### src/rtl/rggen_bit_field_cell_pkg.sv
// Shared types for register bit fields: bus direction, response status,
// field access modes and hardware-control polarities.
package rggen_bit_field_cell_pkg;

  typedef enum logic {
    RGGEN_READ  = 1'b0,
    RGGEN_WRITE = 1'b1
  } rggen_direction;

  typedef enum logic [1:0] {
    RGGEN_OKAY         = 2'b00,
    RGGEN_EXOKAY       = 2'b01,
    RGGEN_SLAVE_ERROR  = 2'b10,
    RGGEN_DECODE_ERROR = 2'b11
  } rggen_status;

  typedef enum logic {
    RGGEN_SET_MODE   = 1'b0,
    RGGEN_CLEAR_MODE = 1'b1
  } rggen_rwsc_mode;

  typedef enum logic {
    RGGEN_LOCK_MODE   = 1'b0,
    RGGEN_ENABLE_MODE = 1'b1
  } rggen_rwle_mode;

  typedef enum logic [2:0] {
    RGGEN_FIELD_RW   = 3'd0,
    RGGEN_FIELD_RO   = 3'd1,
    RGGEN_FIELD_RWSC = 3'd2,
    RGGEN_FIELD_RWLE = 3'd3,
    RGGEN_FIELD_W1C  = 3'd4,
    RGGEN_FIELD_W1S  = 3'd5
  } rggen_field_mode;

  // In LOCK_MODE the control input locks the field; in ENABLE_MODE it unlocks it.
  function automatic logic write_locked(rggen_rwle_mode mode, logic control);
    return (mode == RGGEN_LOCK_MODE) ? control : !control;
  endfunction

endpackage

### src/rtl/rggen_bit_field_next_value.sv
// Per-bit next-state function of a register field. Software effects are
// applied first, hardware events last, so a same-cycle hw event wins.
module rggen_bit_field_next_value
  import rggen_bit_field_cell_pkg::*;
#(
  parameter int             WIDTH     = 32,
  parameter rggen_field_mode MODE      = RGGEN_FIELD_RW,
  parameter rggen_rwsc_mode  RWSC_MODE = RGGEN_SET_MODE,
  parameter rggen_rwle_mode  RWLE_MODE = RGGEN_LOCK_MODE
) (
  input  logic [WIDTH-1:0] value,
  input  logic             write,
  input  logic [WIDTH-1:0] write_data,
  input  logic [WIDTH-1:0] write_mask,
  input  logic [WIDTH-1:0] hw_event,
  input  logic             hw_control,
  output logic [WIDTH-1:0] next_value
);

  logic [WIDTH-1:0] sw_bits;
  logic [WIDTH-1:0] rw_value;

  assign sw_bits  = write ? write_mask : '0;
  assign rw_value = (value & ~sw_bits) | (write_data & sw_bits);

  always_comb begin
    // NOTE: default first so every path assigns next_value and no latch is inferred.
    next_value = value;
    case (MODE)
      RGGEN_FIELD_RW:   next_value = rw_value;
      RGGEN_FIELD_RO:   next_value = value;
      RGGEN_FIELD_RWSC: begin
        if (RWSC_MODE == RGGEN_SET_MODE) next_value = rw_value | hw_event;
        else                             next_value = rw_value & ~hw_event;
      end
      RGGEN_FIELD_RWLE: begin
        if (!write_locked(RWLE_MODE, hw_control)) next_value = rw_value;
      end
      RGGEN_FIELD_W1C:  next_value = (value & ~(write_data & sw_bits)) | hw_event;
      RGGEN_FIELD_W1S:  next_value = (value | (write_data & sw_bits)) & ~hw_event;
      default:          next_value = value;
    endcase
  end

endmodule

### src/rtl/rggen_bit_field_cell.sv
// Single register field with a valid/ready command port and a held response.
// One access is in flight at a time; the field flop is updated on accept.
module rggen_bit_field_cell
  import rggen_bit_field_cell_pkg::*;
#(
  parameter int              WIDTH         = 32,
  parameter logic [WIDTH-1:0] INITIAL_VALUE = '0,
  parameter rggen_field_mode  MODE          = RGGEN_FIELD_RW,
  parameter rggen_rwsc_mode   RWSC_MODE     = RGGEN_SET_MODE,
  parameter rggen_rwle_mode   RWLE_MODE     = RGGEN_LOCK_MODE
) (
  input  logic             clk,
  input  logic             rst,
  input  logic             i_command_valid,
  output logic             o_command_ready,
  input  rggen_direction   i_command_direction,
  input  logic [WIDTH-1:0] i_command_write_data,
  input  logic [WIDTH-1:0] i_command_write_mask,
  output logic             o_response_valid,
  input  logic             i_response_ready,
  output rggen_status      o_response_status,
  output logic [WIDTH-1:0] o_read_data,
  input  logic [WIDTH-1:0] i_hw_event,
  input  logic             i_hw_control,
  input  logic [WIDTH-1:0] i_hw_value,
  output logic [WIDTH-1:0] o_value
);

  logic [WIDTH-1:0] value_q;
  logic [WIDTH-1:0] next_value;
  logic [WIDTH-1:0] field_value;
  logic             response_valid_q;
  rggen_status      status_q;
  logic [WIDTH-1:0] read_data_q;
  logic             accept;
  logic             write_accept;

  assign o_command_ready = !response_valid_q;
  assign accept          = i_command_valid && o_command_ready;
  assign write_accept    = accept && (i_command_direction == RGGEN_WRITE);
  assign field_value     = (MODE == RGGEN_FIELD_RO) ? i_hw_value : value_q;

  rggen_bit_field_next_value #(
    .WIDTH     (WIDTH),
    .MODE      (MODE),
    .RWSC_MODE (RWSC_MODE),
    .RWLE_MODE (RWLE_MODE)
  ) u_next_value (
    .value      (value_q),
    .write      (write_accept),
    .write_data (i_command_write_data),
    .write_mask (i_command_write_mask),
    .hw_event   (i_hw_event),
    .hw_control (i_hw_control),
    .next_value (next_value)
  );

  always_ff @(posedge clk) begin
    // NOTE: non-blocking assignment for flops so every always_ff samples pre-edge values.
    if (rst) value_q <= INITIAL_VALUE;
    else     value_q <= next_value;
  end

  always_ff @(posedge clk) begin
    if (rst) begin
      response_valid_q <= 1'b0;
      status_q         <= RGGEN_OKAY;
      read_data_q      <= '0;
    end else if (accept) begin
      response_valid_q <= 1'b1;
      status_q         <= (write_accept && (MODE == RGGEN_FIELD_RO)) ? RGGEN_SLAVE_ERROR
                                                                     : RGGEN_OKAY;
      read_data_q      <= write_accept ? '0 : field_value;
    end else if (response_valid_q && i_response_ready) begin
      response_valid_q <= 1'b0;
    end
  end

  assign o_response_valid  = response_valid_q;
  assign o_response_status = status_q;
  assign o_read_data       = read_data_q;
  assign o_value           = field_value;

endmodule

### config.mk
export PLATFORM = sky130hd
export DESIGN_NAME = rggen_bit_field_cell
export DESIGN_NICKNAME = d
export VERILOG_FILES = /design/src/rtl/rggen_bit_field_cell_pkg.sv /design/src/rtl/rggen_bit_field_next_value.sv /design/src/rtl/rggen_bit_field_cell.sv
export SDC_FILE = /design/constraint.sdc
export NUM_CORES = 1
export LEC_CHECK = 0
export BUFFER_PORTS_ARGS = -buffer_cell sky130_fd_sc_hd__buf_4
export CAP_MARGIN = 20
export CORE_MARGIN = 3
export CORE_UTILIZATION = 40
export CTS_CLUSTER_DIAMETER = 60
export DETAILED_ROUTE_END_ITERATION = 10
export GPL_TIMING_DRIVEN = 0
export PLACE_DENSITY = 0.81
export SLEW_MARGIN = 15
export SYNTH_ARGS = -nofsm -noshare
export SYNTH_HDL_FRONTEND = slang
export SYNTH_SLANG_ARGS = --single-unit
### constraint.sdc
create_clock -name clk -period 1.3 [get_ports clk]
set_input_delay 0.065 -clock clk [delete_from_list [all_inputs] [get_ports clk]]
set_output_delay 0.065 -clock clk [all_outputs]
set_load 0.02 [all_outputs]
# After elaboration in Yosys (flattened, before gate mapping)
# Index checks and enable logic that the tools add are counted.
dict set report op_classes {
  muxes 4
  n_reduce_logical 5
  bitwise 4
}
# operator count
set ops {}
lappend ops {{32-bit bitwise AND} 2}
lappend ops {{32-bit 2-to-1 mux} 2}
lappend ops {{32-bit NOT} 1}
lappend ops {{32-bit bitwise OR} 1}
lappend ops {{1-bit logical AND} 3}
lappend ops {{1-bit 2-to-1 mux} 2}
lappend ops {{2-bit nonzero test} 1}
lappend ops {{1-bit logical NOT} 1}
dict set report totals {
  regBits 65
  inputBits 134
  output_inout_bits 68
}

# Depth between registers and ports, before layout
# Gate-level depths: netlist of the first run.
dict set report depth {
  word_depth 7
  ltp_mapped 5
  depth_no_buf 3
}

# By module
# Synthesis of the first run repeated with hierarchy kept, for this count alone.
dict set report hier_totals {
  hier_cells 287
  area_unflattened_um2 2827.7
}
# module area_each_um2 cells_each seq_area_each_um2 n_inst
set by_module_without_submodules {}
lappend by_module_without_submodules {rggen_bit_field_cell 2200.9 220 1301.2 1}
lappend by_module_without_submodules {rggen_bit_field_next_value 626.9 67 0.0 1}

# Worst setup path after synthesis of the first run
# OpenSTA, ideal clock, no wires.
dict set report synth_path {
  path_type {register to register}
  startpoint {register response_valid_q (netlist: o_response_valid)}
  endpoint {register (tool-made name)}
  t_arrival_ns 1.088
  stages_incl_launch_ff 6
  path_slack_ns 0.080
  period_less_slack_ns 1.220
  required_ns 1.168
  cell_sequence {dfxtp_1 -> nand2b_1 -> buf_4 -> buf_4 -> o21ai_0 -> a21oi_1}
}
# item line_no
set synth_rtl {}
lappend synth_rtl {{from (decl)} rggen_bit_field_cell.sv:32} ;# logic response_valid_q;
lappend synth_rtl {{from (signal assigned)} rggen_bit_field_cell.sv:66} ;# response_valid_q <= 1'b0;
lappend synth_rtl {{from (signal assigned)} rggen_bit_field_cell.sv:70} ;# response_valid_q <= 1'b1;
lappend synth_rtl {{from (signal assigned)} rggen_bit_field_cell.sv:75} ;# response_valid_q <= 1'b0;

==> results of run 1 <==
[synthesized netlist by cell type]
cell / number / area, um2
sky130_fd_sc_hd__conb_1: 1 / 3.75
sky130_fd_sc_hd__buf_4: 11 / 82.6
sky130_fd_sc_hd__a21oi_1: 65 / 325
sky130_fd_sc_hd__nand2b_1: 2 / 12.5
sky130_fd_sc_hd__nand2_1: 64 / 240
sky130_fd_sc_hd__o21ai_1: 4 / 20.0
sky130_fd_sc_hd__nand3_1: 32 / 160
sky130_fd_sc_hd__dfxtp_1: 65 / 1300
sky130_fd_sc_hd__and3b_1: 1 / 8.76
sky130_fd_sc_hd__o21ai_0: 28 / 140
sky130_fd_sc_hd__inv_1: 1 / 3.75
sky130_fd_sc_hd__clkbuf_1: 12 / 45.0
sky130_fd_sc_hd__nand3b_1: 32 / 240
sky130_fd_sc_hd__nor2b_1: 1 / 6.26
sky130_fd_sc_hd__buf_2: 7 / 35.0
sky130_fd_sc_hd__buf_6: 1 / 11.3
[per-layer routing]
metal / global-route usage [%] / vias to the layer above / part of all wire (%)
li1: - / 1489 / -
met1: 28.0 / 1387 / 40
met2: 41.9 / 132 / 49
met3: 5.20 / 17 / 8.4
met4: 10.0 / 0 / 1.8
met5: 0 / - / 0
[kinds of logic (layout without fill, tap and decap cells)]
kind of cell | after synthesis | after routing | share of synthesized area, %
flip-flops | 65 | 65 | 49.4
other | 1 | 2 | 0.142
buffers and inverters | 32 | 219 | 6.74
AO/OA/AOI/OAI | 97 | 97 | 18.4
AND/OR/NAND/NOR | 132 | 132 | 25.3
[tightest hold or removal path, stage by stage]
cell,delay [ps]
sky130_fd_sc_hd__buf_4,110
sky130_fd_sc_hd__nand3_1,70
sky130_fd_sc_hd__a21oi_1,50
[repair_timing]
| action | in CTS | in global routing |
|---|---|---|
| setup endpoints to repair | 10 | 51 |
| resized for setup | 1 | 11 |
| hold buffers | 38 | 0 |
| hold endpoints to repair | 31 | 0 |
[worst min-delay path by stage]
| stage | cells past startpoint | end | from | slack, ps |
|---|---|---|---|---|
| detailed placement | 3 | flip-flop | i_command_write_data[26] | 340 |
| CTS | 3 | flip-flop | i_command_write_mask[30] | 0.8 |
| finish | 3 | flip-flop | i_command_write_mask[8] | 10 |
| global placement | 3 | flip-flop | i_command_write_data[21] | 330 |
| global route | 3 | flip-flop | i_command_write_mask[30] | 3 |
| floorplan | 2 | flip-flop | i_command_write_data[20] | 210 |
[power by group]
| part | switching [mW] | internal, mW | total, mW |
|---|---|---|---|
| Clock | 0.741 | 1.04 | 1.78 |
| Combinational | 0.343 | 0.361 | 0.703 |
| Sequential | 0.0318 | 2.03 | 2.06 |
[area by class of cell]
type	count	area [um2]
Multi-Input combinational cell	231	1160
Fill cell	495	1830
Tap cell	75	93.8
Sequential cell	65	1300
Clock buffer	14	173
Inverter	1	3.75
Buffer	31	181
Clock inverter	2	35.0
Timing Repair Buffer	171	1380
[through the flow]
stage               hold WS [ps]  TNS (ps)  cell area [um2]
floorplan                    213         0             2640
global placement             331         0             3730
detailed placement           336      -192             3730
CTS                        0.793         0             4320
global route                3.01     -24.3             4330
finish                      10.1         0             4330
==> flow_summary.rst, run 1 <==
.. list-table::
   :header-rows: 1

   * - Metric
     - Value
   * - Outcome
     - finished clean
   * - Slew at the pin closest to its max-slew limit
     - about 500 ps
   * - Headroom to the max-slew limit
     - about two thirds
   * - Die Width
     - 87.2 um
   * - R2r startpoint
     - o_response_valid
   * - Overall routed net length
     - slightly above 9 mm
   * - Yosys warning count
     - 0
   * - Peak ir drop on the vdd network
     - ~0.00069 V
   * - Worst Slack Setup Final
     - between 70 and 80 ps
   * - Period utilization
     - between 90% and 100%
   * - Critical path capture point type
     - flip-flop
   * - Total stage count of the critical path
     - 5
   * - Count of antenna-violating nets left after detailed routing
     - 0
   * - Maximum clock frequency
     - 0.819 GHz
   * - Reported leakage power
     - around 1.8 nW
   * - Initial antenna violation count
     - 0
   * - Via count of the first global-routing pass
     - around 3000
   * - Avg Synthesized Cell Area
     - between 8 and 9 um2
   * - Critical Path RT
     - roughly 1500 ps
   * - DIE AREA
     - ~7600 um2
   * - Post-synthesis cell area
     - around 2600 um2
   * - Final-report max-slew violation count
     - 0
   * - Port bufs
     - 133
   * - Overflow left after global routing
     - 0
   * - Largest net degree at the start of global routing
     - 11
   * - Detailed-route wire length per cell
     - between 15 and 20 um
   * - First-pass GRT wire length
     - ~14 mm
   * - Clock buffer count from CTS
     - 9
   * - Number of library cell types mapped by synthesis
     - 16
   * - Clock period minus worst slack
     - 1220 ps
   * - Slowest Stage Delay on Critical Path
     - around 350 ps
   * - CP Launch Type
     - flip-flop
   * - Non-Filler Instances
     - roughly 600
   * - Maximum count of clock buffers along a single path
     - 2
   * - Number of violations reported at the end of detailed-routing iteration 0
     - between 100 and 150
   * - Cell chain of the critical path
     - nand2b_1 > buf_4 > buf_6 > o21ai_0 > a21oi_1
   * - Clock tree from TritonCTS
     - built
   * - Total power
     - around 4.5 mW
   * - Rows
     - 28
   * - CTS Root Cell
     - sky130_fd_sc_hd__clkbuf_8
   * - Sum of net half-perimeters after detailed placement
     - around 6.2 mm
   * - Buffers plus inverters on the worst setup path
     - 2
   * - Setup slack of the most critical reg-to-reg path
     - ~79 ps
   * - Min-Delay Path Class
     - in -> reg
   * - CTS sink count
     - 65
   * - Total number of H-tree levels
     - 3
   * - R2R cell count
     - 5
   * - Worst skew pair latency
     - approximately 330 ps
   * - Clock input transition at the sequential cells of the worst setup and hold paths
     - approximately 70 ps
   * - Synth-to-layout area growth
     - 64.4%
   * - Antenna cell count
     - 0
   * - Number of violations of the max-capacitance limit
     - 0
   * - Setup slack after placement
     - -35.5 ps
   * - Kind of cell adding the most delay to the critical path
     - flip-flops
   * - Arr. time, crit path
     - about 1400 ps
   * - Via count
     - just over 3000
   * - Per-cell via count in the routed design
     - ~5
   * - #FFs+latches synth
     - 65
   * - Peak fanout along the critical path
     - 10
   * - Post-CTS setup buffers
     - 0
   * - Top-level port count
     - 202
   * - Cell count after synthesis
     - between 300 and 400
   * - Nets
     - between 600 and 700
   * - Worst setup path startpoint
     - o_response_valid
   * - Proportion of layout cells with a drive suffix above 1
     - between 30% and 40%
   * - Sequential cell area fraction in the yosys report
     - 49.4%
   * - Starting density of the core
     - a little over two fifths
   * - Commonest non-fill, non-tap cell in the layout
     - sky130_fd_sc_hd__buf_4
   * - Final setup vio count
     - 0
   * - DRC violations left
     - 0
   * - Pwr dens
     - between 1000 and 1500 nW/um2
   * - Core Area
     - about 6200 um2
   * - Cells after DPL
     - approximately 540
   * - Cell type of the slowest stage on the worst timing path
     - sky130_fd_sc_hd__dfxtp_2
   * - Die extent in y
     - approximately 87 um
   * - WS Path Type
     - reg -> reg
   * - Overall fraction of global-route tracks in use
     - a little under a quarter
   * - Final hold violation count
     - 0
   * - Leading cell types in the layout, fill and taps excluded
     - 143 x sky130_fd_sc_hd__buf_4, 65 x sky130_fd_sc_hd__a21oi_1, 64 x sky130_fd_sc_hd__nand2_1, 64 x sky130_fd_sc_hd__dfxtp_1, 38 x sky130_fd_sc_hd__dlygate4sd3_1
   * - Gp weighted congestion
     - roughly 0.84
   * - Clock Skew
     - slightly above 8 ps
   * - RSZ-0062 raised after global routing
     - yes
   * - Post-layout utilization of the core
     - approximately 70%
   * - Pre-antenna DRT Iters
     - 4
(Power assumes the default switching activity.)
==> run 2: changes to the inputs <==
- ABC_AREA: default -> 1
- CORE_UTILIZATION: 40 -> 41
- GPL_ROUTABILITY_DRIVEN: default -> 0
==> flow_summary.rst, run 2 <==
.. list-table::
   :header-rows: 1

   * - Metric
     - Value
   * - Core Area
     - around 6500 um2
   * - Post-Route Hold Slack
     - roughly 70 ps
   * - Min-Delay Path Class
     - in -> reg
   * - Fill cell count
     - just over 500
   * - Critical path capture point type
     - output pin
   * - Footprint of the flip-flops and latches
     - around 1300 um2
   * - Detailed-route wire length per cell
     - roughly 14 um
   * - Cell count after synthesis
     - between 300 and 400
   * - Number of violations of the max-capacitance limit
     - 0
   * - Yosys warning count
     - 0
   * - Top cell type's share of synthesized area
     - 46.1%
   * - Clock buffer count from CTS
     - 9
   * - Sequential cell area fraction in the yosys report
     - a little under half
   * - Per-cell via count in the routed design
     - 4.91
   * - Clock Skew
     - between 7 and 8 ps
   * - Top-level port count
     - about 200
   * - Starting density of the core
     - between 40% and 50%
   * - Antenna cell count
     - 0
   * - CP Launch Type
     - flip-flop
   * - Post-synthesis cell area
     - between 2000 and 3000 um2
   * - Clock input transition at the sequential cells of the worst setup and hold paths
     - 60 ps
   * - Post-route setup TNS
     - 0 ps
   * - Top cells by area, synth
     - sky130_fd_sc_hd__dfxtp_1 46%, sky130_fd_sc_hd__nor2_1 12%, sky130_fd_sc_hd__nand2_1 9.2%
   * - Post-CTS setup buffers
     - 0
   * - Count of antenna-violating nets left after detailed routing
     - 0
   * - #FFs+latches synth
     - 65
   * - Library cell with the highest instance count after synthesis
     - sky130_fd_sc_hd__nor2_1
   * - Rows
     - 29
   * - Leading cell types in the layout, fill and taps excluded
     - 142 x sky130_fd_sc_hd__buf_4, 92 x sky130_fd_sc_hd__nor2_1, 69 x sky130_fd_sc_hd__nand2_1, 65 x sky130_fd_sc_hd__dfxtp_1
   * - RSZ-0062 raised after global routing
     - no
   * - Pwr dens
     - about 1100 nW/um2
   * - Final setup vio count
     - 0
   * - Total power
     - between 4 and 5 mW
   * - Via count
     - around 3200
   * - Peak ir drop on the vdd network
     - approximately 0.00061 V
   * - Maximum clock frequency
     - 0.829 GHz
   * - WS Path Type
     - reg -> out
   * - Worst skew pair latency
     - between 300 and 400 ps
   * - CTS Root Cell
     - sky130_fd_sc_hd__clkbuf_8
   * - Overall fraction of global-route tracks in use
     - between 20% and 30%
   * - Async set or reset register ratio after synthesis
     - 0%
   * - DIE AREA
     - between 7000 and 8000 um2
   * - Arr. time, crit path
     - 1140 ps
   * - Port bufs
     - 132
   * - First-pass GRT wire length
     - about 14 mm
   * - Overall routed net length
     - between 9 and 10 mm
   * - Number of library cell types mapped by synthesis
     - 17
   * - Number of enable-type register cells in the synthesized netlist
     - 0
   * - Synth-to-layout area growth
     - 57.4%
   * - Period utilization
     - between 90% and 100%
   * - Via count of the first global-routing pass
     - about 3000
   * - Largest net degree at the start of global routing
     - 13
   * - Clock period minus worst slack
     - approximately 1200 ps
   * - Maximum count of clock buffers along a single path
     - 2
   * - Commonest non-fill, non-tap cell in the layout
     - sky130_fd_sc_hd__buf_4
   * - Die extent in y
     - 88.9 um
   * - Nets
     - 700
   * - DRC violations left
     - 0
   * - Die Width
     - around 90 um
   * - Top cell type by total area after synthesis
     - sky130_fd_sc_hd__dfxtp_1
   * - Sum of net half-perimeters after detailed placement
     - 6.54 mm
   * - Number of violations reported at the end of detailed-routing iteration 0
     - 102
   * - Reported leakage power
     - ~2.2 nW
   * - Total number of H-tree levels
     - 3
   * - Clock tree from TritonCTS
     - built
   * - CTS sink count
     - 65
   * - Pre-antenna DRT Iters
     - 4
   * - Proportion of layout cells with a drive suffix above 1
     - around a third
   * - Final-report max-slew violation count
     - 0
   * - Peak fanout along the critical path
     - 10
   * - Final hold violation count
     - 0
   * - Area occupied by multi-input gates
     - 1180 um2
   * - Outcome
     - finished clean
   * - Most numerous cell types in the synthesized netlist
     - 92 x sky130_fd_sc_hd__nor2_1, 69 x sky130_fd_sc_hd__nand2_1, 65 x sky130_fd_sc_hd__dfxtp_1, 33 x sky130_fd_sc_hd__inv_1
   * - Most frequently used flop master after synthesis
     - sky130_fd_sc_hd__dfxtp_1
   * - Overflow left after global routing
     - 0
   * - Critical Path RT
     - around 1200 ps
   * - Initial antenna violation count
     - 0
   * - Avg Synthesized Cell Area
     - 7.25 um2
run 2: cell count changes after synthesis, moves of 6 or more:
cell,previous run,this run
sky130_fd_sc_hd__nand3b_1,32,0
sky130_fd_sc_hd__a21oi_1,65,32
sky130_fd_sc_hd__clkbuf_1,12,0
sky130_fd_sc_hd__buf_6,1,7
sky130_fd_sc_hd__inv_1,1,33
sky130_fd_sc_hd__o21ai_1,4,10
sky130_fd_sc_hd__nand3_1,32,0
sky130_fd_sc_hd__o21ai_0,28,17
sky130_fd_sc_hd__nor2_1,0,92
sky130_fd_sc_hd__nand4_1,0,32
run 2: per-stage QoR:
step / instance area [um2] / std cells / util, % / worst slack, ps
6_report: 4440 / 648 / 68.3 / 93.7
5_1_grt: 4440 / 648 / 68.3 / 22.4
4_1_cts: 4440 / 648 / 68.3 / 12.8
3_5_place_dp: 3910 / 599 / 60.2 / 148
2_1_floorplan: 2820 / 390 / - / 187
3_3_place_gp: 3910 / 599 / 60.2 / 183
run 2: cell families after synthesis:
kind of cell | Yosys count | synth area share, %
buffers and inverters | 64 | 12.3
flip-flops | 65 | 46.1
other | 1 | 0.133
AND/OR/NAND/NOR | 199 | 30.7
AO/OA/AOI/OAI | 60 | 10.7
run 2: repair_timing:
item,CTS,global route
setup endpoints to repair,0,1
hold buffers,33,0
gates resized for setup,0,1
endpoints found under the hold margin,37,0
run 2: worst max-delay path, cell delays in order, from the launching register on:
cell                      delay [ps]
sky130_fd_sc_hd__dfxtp_1         380
sky130_fd_sc_hd__inv_4            90
sky130_fd_sc_hd__buf_4           180
sky130_fd_sc_hd__buf_4           160
run 2: final cells by class:
class,instances,area share (%)
sequential,65,29.3
clock inverter,7,1.61
multi-input combinational,261,26.5
inverter,36,3.16
clock buffer,9,2.79
tap,77,2.17
timing repair buffer,165,29.8
buffer,28,4.71
run 2: worst paths after layout:
kind / to / slack (ps) / startpoint / cells after the start
worst max-delay path: o_command_ready / 90 / o_response_valid / 3
worst min-delay path: o_response_valid / 70 / i_response_ready / 3
worst max register to register: o_read_data[30] / 190 / o_response_valid / 6
worst min register to register: o_read_data[29] / 480 / o_read_data[29] / 2
run 2: layer usage:
layer  vias up  track usage [%]  part of all wire [%]
li1       1597                -                     -
met1      1452             25.4                    40
met2       113             41.6                    51
met3        17             4.98                   6.6
met4         0             9.74                   2.2
met5         -                0                     0
run 2: power by group:
group / internal [mW] / switching (mW)
clock network: 0.880 / 0.782
logic: 0.496 / 0.552
registers: 2.11 / 0.0763
==> run 3: changes to the inputs <==
- CELL_PAD_IN_SITES_DETAIL_PLACEMENT: default -> 1
- CELL_PAD_IN_SITES_GLOBAL_PLACEMENT: default -> 2
- CORE_UTILIZATION: 41 -> 20
- PLACE_DENSITY: 0.81 -> default
- PLACE_DENSITY_LB_ADDON: default -> 0.1
- SKIP_LAST_GASP: default -> 1
==> flow_summary.rst, run 3 (same netlist as run 2, synthesis figures left out) <==
.. list-table::
   :header-rows: 1

   * - Metric
     - Value
   * - Final setup vio count
     - 0
   * - Maximum clock frequency
     - 0.848 GHz
   * - Proportion of layout cells with a drive suffix above 1
     - 32.0%
   * - Outcome
     - finished clean
   * - Peak ir drop on the vdd network
     - 0.000462 V
   * - Total number of H-tree levels
     - 3
   * - CP Launch Type
     - flip-flop
   * - Pre-antenna DRT Iters
     - 4
   * - CTS Root Cell
     - sky130_fd_sc_hd__clkbuf_16
   * - Clock buffer count from CTS
     - 9
   * - Cell chain of the critical path
     - inv_4 > buf_6 > buf_4
   * - Number of violations of the max-capacitance limit
     - 0
   * - Worst skew pair latency
     - roughly 330 ps
   * - Clock period minus worst slack
     - ~1200 ps
   * - Initial antenna violation count
     - 0
   * - Overall fraction of global-route tracks in use
     - around 15%
   * - Leading cell types in the layout, fill and taps excluded
     - 141 x sky130_fd_sc_hd__buf_4, 92 x sky130_fd_sc_hd__nor2_1, 69 x sky130_fd_sc_hd__nand2_1, 65 x sky130_fd_sc_hd__dfxtp_1
   * - RSZ-0062 raised after global routing
     - no
   * - Nets
     - 700
   * - Clock Skew
     - 3.48 ps
   * - Reported leakage power
     - roughly 2.3 nW
   * - Core Area
     - around 14000 um2
   * - Clock tree from TritonCTS
     - built
   * - Starting density of the core
     - about a fifth
   * - Met1 Track Usage GR
     - between 10% and 20%
   * - Post-Route Hold Slack
     - between 50 and 60 ps
   * - Final hold violation count
     - 0
   * - Post-route setup TNS
     - 0 ps
   * - Placed inst area
     - around 4000 um2
   * - Via count of the first global-routing pass
     - around 3400
   * - Number of violations reported at the end of detailed-routing iteration 0
     - 97
   * - Critical Path RT
     - about 1200 ps
   * - Most used routing layer
     - met2
   * - WS Path Type
     - reg -> out
   * - Clock input transition at the sequential cells of the worst setup and hold paths
     - 50 ps
   * - DIE AREA
     - about 16000 um2
   * - Port bufs
     - ~130
   * - Critical path capture point type
     - output pin
   * - Peak fanout along the critical path
     - 10
   * - Commonest non-fill, non-tap cell in the layout
     - sky130_fd_sc_hd__buf_4
   * - Count of antenna-violating nets left after detailed routing
     - 0
   * - Cell area after layout
     - between 4000 and 5000 um2
   * - Cell type of the slowest stage on the worst timing path
     - sky130_fd_sc_hd__dfxtp_1
   * - Met3 track utilization from global routing
     - about 4.8%
   * - Sum of net half-perimeters after detailed placement
     - 8.28 mm
   * - Via count
     - around 3200
   * - Maximum count of clock buffers along a single path
     - 2
   * - Overflow left after global routing
     - 0
   * - Overall routed net length
     - 11.5 mm
   * - First-pass GRT wire length
     - between 15 and 20 mm
   * - Min-Delay Path Class
     - in -> reg
   * - Fill cell count
     - about 1700
   * - Arr. time, crit path
     - ~1100 ps
   * - DRC violations left
     - 0
   * - Met2 capacity usage during global routing
     - roughly a quarter
   * - Top-level port count
     - 202
   * - Per-cell via count in the routed design
     - 4.23
   * - Final-report max-slew violation count
     - 0
   * - CTS sink count
     - 65
   * - Slowest Stage Delay on Critical Path
     - roughly 330 ps
   * - Die Width
     - 125 um
   * - Die extent in y
     - 125 um
   * - Pwr dens
     - approximately 1200 nW/um2
   * - Rows
     - 42
   * - Antenna cell count
     - 0
   * - Synth-to-layout area growth
     - 64.8%
   * - Period utilization
     - between 90% and 100%
   * - Detailed-route wire length per cell
     - between 15 and 20 um
   * - Largest net degree at the start of global routing
     - 11
## run 3: worst paths after layout
check        cells after the start  slack [ps]             start          endpoint
min reg2reg                      2         460   o_read_data[29]   o_read_data[29]
max                              3         120  o_response_valid   o_command_ready
min                              3          50  i_response_ready  o_response_valid
max reg2reg                      5         170  o_response_valid   o_read_data[22]
## run 3: layout make-up
type                    instances  area, um2  share of cell area [%]
plain buffers                  28        213                    4.58
clock buffers                  13        260                    5.60
clock inverters                 3       15.0                   0.323
inverters                      36        140                    3.02
multi-input cells             261       1180                    25.3
flip-flops and latches         65       1300                    28.0
well taps                     176        220                    4.74
repair buffers                165       1320                    28.4
## run 3: critical path, delay by kind of cell, from the launching register on
family	cells	cell delay, ps
DFF	1	330
buffers and inverters	3	450
## run 3: layer usage
layer / vias to the layer above / share of wire (%)
met5: - / 0
met4: 0 / 1.7
met3: 13 / 6.2
met2: 91 / 46
met1: 1452 / 46
li1: 1604 / -
## run 3: timing repair
item	CTS	global route
resized for setup	1	1
endpoints found under the hold margin	37	0
hold buffers	33	0
setup endpoints to repair	1	1
cloned	0	0
setup buffers	0	0
## run 3: stage by stage
step	cells	power (mW)	utilization [%]	worst slack [ps]
2_1_floorplan	390	2.73	-	187
3_3_place_gp	698	3.22	29.9	95.0
3_5_place_dp	698	3.24	29.9	84.2
4_1_cts	747	5.64	34.4	37.2
5_1_grt	747	5.83	34.4	0.493
6_report	747	5.54	34.4	121
## run 3: where the power goes
part / switching [mW] / internal (mW)
sequential: 0.0801 / 2.11
combinational: 0.573 / 0.497
clock: 0.889 / 1.39
total: 1.54 / 3.99
